File: src/rtl/shift_cmd_ctrl.sv
// Push-button command stage: sync + debounce + edge detect per button, then an FSM that issues
// single-cycle shift pulses (manual) or timed ping-pong sweeps (auto). Option: SHIFT_CMD_HOLD_REPEAT_EN.
module shift_cmd_ctrl #(
  parameter int DEB_CYCLES    = 4,
  parameter int TICK_DIV      = 8,
  parameter int STEPS         = 3,
  parameter int REPEAT_CYCLES = 16
) (
  input  logic clk,
  input  logic rst,
  input  logic btn_left,
  input  logic btn_right,
  input  logic btn_auto,
  output logic shift_left,
  output logic shift_right,
  output logic auto_active,
  output logic auto_dir
);

  localparam int DW = $clog2(DEB_CYCLES + 1);
  localparam int TW = $clog2(TICK_DIV);
  localparam int SW = $clog2(STEPS + 1);

  if (DEB_CYCLES < 1 || TICK_DIV < 2 || STEPS < 1 || REPEAT_CYCLES < 1) begin : g_bad_param
    $error("shift_cmd_ctrl: parameter out of range");
  end

  typedef enum logic [1:0] {MANUAL, AUTO_L, AUTO_R} state_t;

  // Bit order everywhere: [0]=left, [1]=right, [2]=auto.
  logic [2:0]         sync1, sync2, lvl, lvl_q, rise;
  logic [2:0][DW-1:0] deb_cnt;

  // NOTE: every flop here, including the per-button counter array, sits on the async reset so
  // a mid-operation reset leaves no stale debounce progress behind.
  always_ff @(posedge clk or negedge rst) begin
    if (!rst) begin
      sync1   <= '0;
      sync2   <= '0;
      lvl     <= '0;
      lvl_q   <= '0;
      rise    <= '0;
      deb_cnt <= '0;
    end else begin
      sync1 <= {btn_auto, btn_right, btn_left};
      sync2 <= sync1;
      lvl_q <= lvl;
      rise  <= lvl & ~lvl_q;
      for (int i = 0; i < 3; i++) begin
        if (sync2[i] == lvl[i]) begin
          deb_cnt[i] <= '0;
        end else if (deb_cnt[i] == DW'(DEB_CYCLES - 1)) begin
          lvl[i]     <= sync2[i];
          deb_cnt[i] <= '0;
        end else begin
          deb_cnt[i] <= deb_cnt[i] + 1'b1;
        end
      end
    end
  end

  state_t        state, state_d;
  logic [TW-1:0] tick, tick_d;
  logic [SW-1:0] step, step_d;
  logic          left_d, right_d;

`ifdef SHIFT_CMD_HOLD_REPEAT_EN
  localparam int RW = $clog2(REPEAT_CYCLES + 1);
  logic          rep_on, rep_on_d, rep_dir, rep_dir_d;
  logic [RW-1:0] rep_cnt, rep_cnt_d;
`endif

  // NOTE: all outputs of this block get a default first, so no path can infer a latch.
  always_comb begin
    state_d = state;
    tick_d  = tick;
    step_d  = step;
    left_d  = 1'b0;
    right_d = 1'b0;
`ifdef SHIFT_CMD_HOLD_REPEAT_EN
    rep_on_d  = rep_on;
    rep_dir_d = rep_dir;
    rep_cnt_d = rep_cnt;
`endif
    case (state)
      MANUAL: begin
        if (rise[2]) begin
          state_d = AUTO_L;
          tick_d  = '0;
          step_d  = '0;
`ifdef SHIFT_CMD_HOLD_REPEAT_EN
          rep_on_d = 1'b0;
`endif
        end else if (rise[0]) begin
          left_d = 1'b1;
`ifdef SHIFT_CMD_HOLD_REPEAT_EN
          rep_on_d  = 1'b1;
          rep_dir_d = 1'b0;
          rep_cnt_d = '0;
`endif
        end else if (rise[1]) begin
          right_d = 1'b1;
`ifdef SHIFT_CMD_HOLD_REPEAT_EN
          // A held left button keeps ownership of the repeat.
          if (!lvl[0]) begin
            rep_on_d  = 1'b1;
            rep_dir_d = 1'b1;
            rep_cnt_d = '0;
          end
        end else if (rep_on) begin
          if (!lvl[rep_dir]) begin
            rep_on_d = 1'b0;
          end else if (rep_cnt == RW'(REPEAT_CYCLES - 1)) begin
            rep_cnt_d = '0;
            left_d    = ~rep_dir;
            right_d   = rep_dir;
          end else begin
            rep_cnt_d = rep_cnt + 1'b1;
          end
`endif
        end
      end
      AUTO_L, AUTO_R: begin
`ifdef SHIFT_CMD_HOLD_REPEAT_EN
        rep_on_d = 1'b0;
`endif
        if (rise[2]) begin
          state_d = MANUAL;  // exit wins over any tick due this cycle
        end else if (tick == TW'(TICK_DIV - 1)) begin
          tick_d  = '0;
          left_d  = (state == AUTO_L);
          right_d = (state == AUTO_R);
          if (step == SW'(STEPS - 1)) begin
            step_d  = '0;
            state_d = (state == AUTO_L) ? AUTO_R : AUTO_L;
          end else begin
            step_d = step + 1'b1;
          end
        end else begin
          tick_d = tick + 1'b1;
        end
      end
      default: state_d = MANUAL;
    endcase
  end

  // NOTE: sequential state uses non-blocking assignments only; the comb block above uses blocking.
  always_ff @(posedge clk or negedge rst) begin
    if (!rst) begin
      state       <= MANUAL;
      tick        <= '0;
      step        <= '0;
      shift_left  <= 1'b0;
      shift_right <= 1'b0;
`ifdef SHIFT_CMD_HOLD_REPEAT_EN
      rep_on      <= 1'b0;
      rep_dir     <= 1'b0;
      rep_cnt     <= '0;
`endif
    end else begin
      state       <= state_d;
      tick        <= tick_d;
      step        <= step_d;
      shift_left  <= left_d;
      shift_right <= right_d;
`ifdef SHIFT_CMD_HOLD_REPEAT_EN
      rep_on      <= rep_on_d;
      rep_dir     <= rep_dir_d;
      rep_cnt     <= rep_cnt_d;
`endif
    end
  end

  assign auto_active = (state == AUTO_L) || (state == AUTO_R);
  assign auto_dir    = (state == AUTO_R);

endmodule
File: config.mk
export PLATFORM = sky130hd
export DESIGN_NAME = shift_cmd_ctrl
export DESIGN_NICKNAME = d
export VERILOG_FILES = /design/src/rtl/shift_cmd_ctrl.sv
export SDC_FILE = /design/constraint.sdc
export NUM_CORES = 1
export LEC_CHECK = 0
export ABC_CLOCK_PERIOD_IN_PS = 2380
export CAP_MARGIN = 20
export CORE_ASPECT_RATIO = 1.75
export CORE_MARGIN = 3
export CORE_UTILIZATION = 59
export DETAILED_ROUTE_END_ITERATION = 12
export DONT_BUFFER_PORTS = 1
export GPL_ROUTABILITY_DRIVEN = 0
export PLACE_DENSITY_LB_ADDON = 0.1
export SKIP_CTS_REPAIR_TIMING = 1
export SYNTH_ARGS = -nofsm -noshare
export SYNTH_HDL_FRONTEND = slang
export SYNTH_SLANG_ARGS = --single-unit
File: constraint.sdc
create_clock -name clk -period 2.38 [get_ports clk]
set_clock_uncertainty 0.15 [all_clocks]
set_input_delay 0.238 -clock clk [delete_from_list [all_inputs] [get_ports clk]]
set_output_delay 0.238 -clock clk [all_outputs]
set_load 0.05 [all_outputs]
==> results of run 1 <==
## registers in the layout, indices dropped and copies added, names as in the netlist
name,cells
deb_cnt,9
lvl,3
lvl_q,3
rise,3
sync1,3
sync2,3
tick,3
state,2
step,2
shift_left,1
shift_right,1
## worst min path at each step
stage	endpoint	depth (start not counted)
3_3_place_gp	tick[0]	0
3_5_place_dp	tick[1]	0
2_1_floorplan	deb_cnt[0]	0
6_report	deb_cnt[1]	2
4_1_cts	state[1]	0
5_1_grt	rise[2]	2
## area by class of cell
class,count,share of cell area
Tap cell,24,0.01977
Inverter,3,0.007413
Clock buffer,7,0.03624
Timing Repair Buffer,7,0.04942
Clock inverter,1,0.01977
Multi-Input combinational cell,61,0.3237
Sequential cell,33,0.5437
## layer usage
layer / wire, µm / GRT usage
met5: 0 / 0
met4: 91 / 0.1280
met3: 74 / 0.05195
met2: 1119 / 0.2835
met1: 758 / 0.1687
## kinds of logic (layout without fill, tap and decap cells)
group | after synthesis | in the layout | share of synthesized area
adders and majority gates | 10 | 10 | 0.09268
and+or+nand+nor | 30 | 30 | 0.1307
buffers and inverters | 6 | 18 | 0.02410
AOI/OAI and AO/OA | 12 | 12 | 0.07044
DFF | 33 | 33 | 0.6117
xor gates and xnor gates | 3 | 3 | 0.01947
muxes | 6 | 6 | 0.05097
## metrics by stage
stage | utilization | worst slack, ns | hold slack (ns)
after floorplan | - | 0.3227 | -0.2076
after global placement | 0.6399 | 0.5680 | -0.2070
after detailed placement | 0.6399 | 0.4956 | -0.2068
after CTS | 0.6795 | 0.4262 | -0.5759
after global routing | 0.7075 | 0.3291 | 0.2106
final | 0.7075 | 0.4387 | 0.2067
## synthesized netlist by cell type (2+ instances only)
master / instances / area share
a21oi_1: 2 / 0.0074
nor2_1: 5 / 0.014
mux2_2: 3 / 0.025
nand2_1: 2 / 0.0056
xnor2_1: 3 / 0.019
dfrtp_1: 33 / 0.61
inv_1: 3 / 0.0083
nor2b_1: 7 / 0.032
buf_2: 2 / 0.0074
mux2i_1: 2 / 0.015
ha_1: 10 / 0.093
nor3_1: 5 / 0.019
nor3b_1: 6 / 0.033
o22ai_1: 2 / 0.0093
## layout by cell type (no fill, tap or decap), types with 2 or more instances in the layout
cell / instances
dfrtp_1: 33
ha_1: 10
nor2b_1: 7
nor3b_1: 6
nor3_1: 5
nor2_1: 5
clkbuf_4: 5
dlygate4sd3_1: 4
inv_1: 3
xnor2_1: 3
mux2_2: 3
mux2i_1: 2
nand2_1: 2
a21oi_1: 2
o22ai_1: 2
buf_4: 2
## power groups by stage
| stage | sequential, W | combinational, W | clock (W) |
|---|---|---|---|
| 2_1_floorplan | 0.000878 | 0.000671 | 0 |
| 3_3_place_gp | 0.000913 | 0.000731 | 0 |
| 3_5_place_dp | 0.000931 | 0.000765 | 0 |
| 4_1_cts | 0.000920 | 0.000775 | 0.000436 |
| 5_1_grt | 0.000944 | 0.000889 | 0.000466 |
| 6_report | 0.000916 | 0.000786 | 0.000422 |
==> reports/results.tsv, run 1 <==
stage	metric	value	unit
critical_path	crit-path cells	inv_1 -> ha_1 -> buf_4	
critical_path	CP endpoint	auto_active	
status	status	finished, final reports clean	
detailed_routing	DRC errors left	0	
cells_and_area	Nets	126	
detailed_routing	DRT iter0 DRCs	9	
synthesis	flops & latches, synth	33	
global_routing	largest net degree at the start of global routing	34	
power_and_ir_drop	Cell Int Power	0.001350	W
synthesis	syn_area_per_cell	13.50	µm²
clock_tree	worst skew pair latency	0.33	ns
clock_tree	CTS H-tree lvls	2	
floorplanning	Initial Util	0.6288	
floorplanning	die height	69.28	µm
global_routing	gr ovfl total	0	
synthesis	sequential area share after synthesis	0.6117	
power_and_ir_drop	PD cells	1399	mW/mm²
placed_design	Port Buffers	0	
cells_and_area	share of cells above drive strength 1	0.1429	
cells_and_area	area grow syn2layout	12.51	%
power_and_ir_drop	switching power	0.0007740	W
synthesis	YS warnings	0	
cells_and_area	post-route cell area	0.001519	mm²
sta	Slew Viols, Final	0	
sta	fmax	515.1	MHz
power_and_ir_drop	sw frac	0.3643	
cells_and_area	multi-input logic area	491.7	µm²
detailed_routing	vias	764	
global_routing	gr usage total	0.1700	
synthesis	number of synthesized flops with an enable pin	0	
cells_and_area	number of diodes	0	
clock_tree	CTS Sinks	33	
sta	worst slew pin tran	0.4551	ns
floorplanning	Core Box Area	0.002147	mm²
critical_path	critical path depth	3	
critical_path	max incr delay on CP	0.49	ns
floorplanning	die area	0.002921	mm²
sta	slew margin rel.	0.6968	
detailed_routing	aggregate routed wire length	2043	µm
sta	RSZ-0062 raised after global routing	no	
placed_design	placed insts	123	
worst_hold_path	Hold Path Class	in2async	
power_and_ir_drop	Clk pwr share	0.199	
synthesis	cells after synthesis	100	
clock_tree	root buffer cell	clkbuf_4	
clock_tree	CTS tree	done	
power_and_ir_drop	combinational cell fraction of total power	0.370	
critical_path	Buf/Inv on CP	2	
synthesis	Main synth FF type	dfrtp_1	
job	max-cap viol count	0	
detailed_routing	vias per std cell	5.618	
floorplanning	Die Wd	42.16	µm
critical_path	R2R Setup Slk	0.47	ns
detailed_routing	post-DR wirelength/cell	15.02	µm
global_routing	vias in the first global route	847	
critical_path	Crit Path Category	reg2out	
critical_path	Worst Path Max Fanout	12	
power_and_ir_drop	peak supply drop	0.0006805	V
power_and_ir_drop	static leakage	0.7102	nW
clock_tree	CTS buffer count	5	
critical_path	CP arrival	1.55	ns
clock_tree	CTS max path bufs	2	
power_and_ir_drop	Pwr Total	0.002125	W
detailed_routing	Antenna Nets Post-Route	0	
critical_path	Critical Path Source Type	flop	
critical_path	critical path endpoint category	output pin	
sta	Tmin final	1.941	ns
cells_and_area	Fillers	150	
clock_tree	Clock transition at path regs	0.10	ns
critical_path	worst reg2reg path startpoint	state[0]	
floorplanning	Rows	22	
critical_path	cell family with most CP delay	adder cells	
critical_path	FF-to-FF End	tick[0]	
synthesis	syn_nets	115	
placed_design	HPWL Detailed	1438	µm
cells_and_area	final non-filler cell total	136	
power_and_ir_drop	Seq pwr share	0.431	
cells_and_area	sequential cell area	825.8	µm²
critical_path	depth of the worst register-to-register path	5	
placed_design	placed cell areas	0.001374	mm²
detailed_routing	Detailed Routing Iterations Pass 1	4	
sta	Fin. Hold Viols	0	
critical_path	CP Data Required Time	1.99	ns
critical_path	Setup crit start	state[0]	
sta	Tcrit/Tclk final	0.8157	
floorplanning	Ports	9	
critical_path	Crit-path slowest cell	ha_1	
sta	Final Setup Violations	0	
synthesis	ys async rst share	1.000	
sta	total negative slack	0	ns
synthesis	Netlist cell types	29	
global_routing	antenna violations before repair	0	
global_routing	first-pass GRT wire length	3615	µm
synthesis	Mapped Area	0.001350	mm²
Note: power is estimated with default switching activity, not from simulation.
==> run 2: changes to the inputs <==
--- a/config.mk
+++ b/config.mk
@@ -5,7 +5,7 @@
 export SDC_FILE = /design/constraint.sdc
 export NUM_CORES = 1
 export LEC_CHECK = 0
-export ABC_CLOCK_PERIOD_IN_PS = 2380
+export ABC_CLOCK_PERIOD_IN_PS = 2000
 export CAP_MARGIN = 20
 export CORE_ASPECT_RATIO = 1.75
 export CORE_MARGIN = 3
==> constraint.sdc (replaced) <==
create_clock -name clk -period 2 [get_ports clk]
set_clock_uncertainty 0.15 [all_clocks]
set_input_delay 0.2 -clock clk [delete_from_list [all_inputs] [get_ports clk]]
set_output_delay 0.2 -clock clk [all_outputs]
set_load 0.05 [all_outputs]
==> run 2 against run 1 <==
Against the previous run:
- die area stayed put
- combinational power up 20%
- power increased by 13%
- routed wire length grew 0.29%
- sequential power grew 19%
- first-iteration DRC count up 78%
- clock-buffer cell count did not move
- largest cell class unchanged
- global-route usage down 1.5 points
- flip-flop and latch count is the same
- worst setup slack worse by 0.28 ns
==> reports/results.tsv, run 2 (same netlist as run 1, synthesis figures left out) <==
stage	metric	value	unit	change
floorplanning	Core Box Area	0.002147	mm²	unchanged
sta	Tmin final	1.838	ns	
global_routing	first-pass GRT wire length	3367	µm	was 3615 µm
critical_path	Critical Path Source Type	flop		unchanged
floorplanning	Die Wd	42.16	µm	unchanged
detailed_routing	DRT iter0 DRCs	16		was 9
placed_design	HPWL Detailed	1366	µm	was 1438 µm
detailed_routing	vias	790		was 764
cells_and_area	max FFs per register	9		unchanged
cells_and_area	Nets	126		unchanged
clock_tree	CTS tree	done		unchanged
cells_and_area	commonest non-fill, non-tap cell in the layout	dfrtp_1		unchanged
global_routing	vias in the first global route	826		was 847
sta	Tcrit/Tclk final	0.9190		
placed_design	pre-CTS setup slack	0.1929	ns	was 0.4956 ns
placed_design	Port Buffers	0		unchanged
power_and_ir_drop	combinational cell fraction of total power	0.393		was 0.370
global_routing	largest net degree at the start of global routing	34		unchanged
global_routing	antenna violations before repair	0		unchanged
clock_tree	CTS Sinks	33		unchanged
sta	RSZ-0062 raised after global routing	no		unchanged
floorplanning	Ports	9		unchanged
detailed_routing	Detailed Routing Iterations Pass 1	2		was 4
cells_and_area	Most flops, register	deb_cnt		unchanged
cells_and_area	post-route cell area	0.001491	mm²	was 0.001519 mm²
power_and_ir_drop	sw frac	0.3787		was 0.3643
detailed_routing	Antenna Nets Post-Route	0		unchanged
sta	Fin. Hold Viols	0		unchanged
clock_tree	worst skew pair latency	0.32	ns	was 0.33 ns
sta	total negative slack	0	ns	unchanged
sta	Slew Viols, Final	0		unchanged
floorplanning	die area	0.002921	mm²	unchanged
clock_tree	CTS max path bufs	2		unchanged
floorplanning	die height	69.28	µm	unchanged
detailed_routing	post-DR wirelength/cell	15.18	µm	was 15.02 µm
power_and_ir_drop	Clk pwr share	0.152		was 0.199
critical_path	CP Data Required Time	1.65	ns	was 1.99 ns
critical_path	crit-path cells	inv_1 -> ha_2 -> buf_4		was inv_1 -> ha_1 -> buf_4
clock_tree	root buffer cell	clkbuf_4		unchanged
sta	fmax	544.1	MHz	
status	status	finished, final reports clean		unchanged
cells_and_area	number of diodes	0		unchanged
cells_and_area	leading cell types in the layout, fill and taps excluded	dfrtp_1, ha_1, nor2b_1		unchanged
detailed_routing	vias per std cell	5.852		was 5.618
global_routing	gr usage total	0.1552		was 0.1700
placed_design	placed cell areas	0.001376	mm²	was 0.001374 mm²
floorplanning	Rows	22		unchanged
floorplanning	Initial Util	0.6288		unchanged
power_and_ir_drop	static leakage	0.6948	nW	was 0.7102 nW
critical_path	Worst Path Max Fanout	12		unchanged
power_and_ir_drop	switching power	0.0009059	W	was 0.0007740 W
sta	Final Setup Violations	0		unchanged
global_routing	gr ovfl total	0		unchanged
placed_design	placed insts	123		unchanged
sta	slew margin rel.	0.7023		was 0.6968
clock_tree	Clock transition at path regs	0.09	ns	was 0.10 ns
worst_hold_path	Hold Path Class	in2async		unchanged
critical_path	Crit Path Category	reg2out		unchanged
sta	worst setup margin	0.1621	ns	was 0.4387 ns
detailed_routing	DRC errors left	0		unchanged
power_and_ir_drop	Seq pwr share	0.455		was 0.431
critical_path	Crit-path slowest cell	ha_2		was ha_1
power_and_ir_drop	Cell Int Power	0.001486	W	was 0.001350 W
job	max-cap viol count	0		unchanged
clock_tree	CTS buffer count	5		unchanged
cells_and_area	share of cells above drive strength 1	0.1441		was 0.1429
cells_and_area	area grow syn2layout	10.47	%	was 12.51%
critical_path	CP arrival	1.49	ns	was 1.55 ns
sta	worst slew pin tran	0.4469	ns	was 0.4551 ns
critical_path	critical path endpoint category	output pin		unchanged
detailed_routing	aggregate routed wire length	2049	µm	was 2043 µm
power_and_ir_drop	Pwr Total	0.002392	W	was 0.002125 W
critical_path	max incr delay on CP	0.45	ns	was 0.49 ns
clock_tree	CTS H-tree lvls	2		unchanged
power_and_ir_drop	peak supply drop	0.0008030	V	was 0.0006805 V
cells_and_area	final non-filler cell total	135		was 136
power_and_ir_drop	PD cells	1604	mW/mm²	was 1399 mW/mm²
## run 2: cell types whose count changed in the layout (fill, tap and decap cells not counted)
cell	before	now
ha_2	0	1
ha_1	10	9
bufinv_16	1	0
## run 2: worst max-delay path: cells and delay by family, from the launching register on
kind / cells / cell delay [ns]
fa+ha+maj: 1 / 0.45
flops: 1 / 0.39
buf+inv: 2 / 0.33
## run 2: final timing paths
check / end / startpoint / slack (ns) / cells past startpoint
hold reg to reg: sync2[2] / sync1[2] / 0.21 / 0
setup / recovery: auto_active / state[1] / 0.16 / 3
setup reg to reg: state[0] / state[1] / 0.17 / 5
hold / removal: state[1] / rst / 0.17 / 2
max in group asynchronous: lvl_q[0] / rst / 1.36 / 2
min in group clk: sync2[2] / sync1[2] / 0.21 / 0
## run 2: power groups by stage
| stage | Clock [W] | Sequential [W] | Combinational, W |
|---|---|---|---|
| after floorplan | 0 | 0.00104 | 0.000807 |
| after global placement | 0 | 0.00109 | 0.000881 |
| after detailed placement | 0 | 0.00110 | 0.000917 |
| after CTS | 0.000378 | 0.00109 | 0.000925 |
| after global routing | 0.000407 | 0.00112 | 0.00105 |
| final | 0.000362 | 0.00109 | 0.000941 |
## run 2: cell type report
type,count,area (µm²)
multi-input cells,61,494.2
well taps,24,30.03
inverters,3,11.26
flip-flops and latches,33,825.8
repair buffers,7,75.07
fillers,162,655.6
clock buffers,7,55.05
## run 2: through the flow
stage                     hold slack, ns  utilization
final                             0.1724       0.6946
after global routing              0.1662       0.6946
after CTS                        -0.6027       0.6667
after detailed placement         -0.2445       0.6410
after global placement           -0.2449       0.6410
after floorplan                  -0.2456            -
## run 2: layer usage
metal  share of wire  track usage
met3           0.034      0.05195
met5               0            0
met4           0.012      0.09343
met1            0.38       0.1566
met2            0.57       0.2649
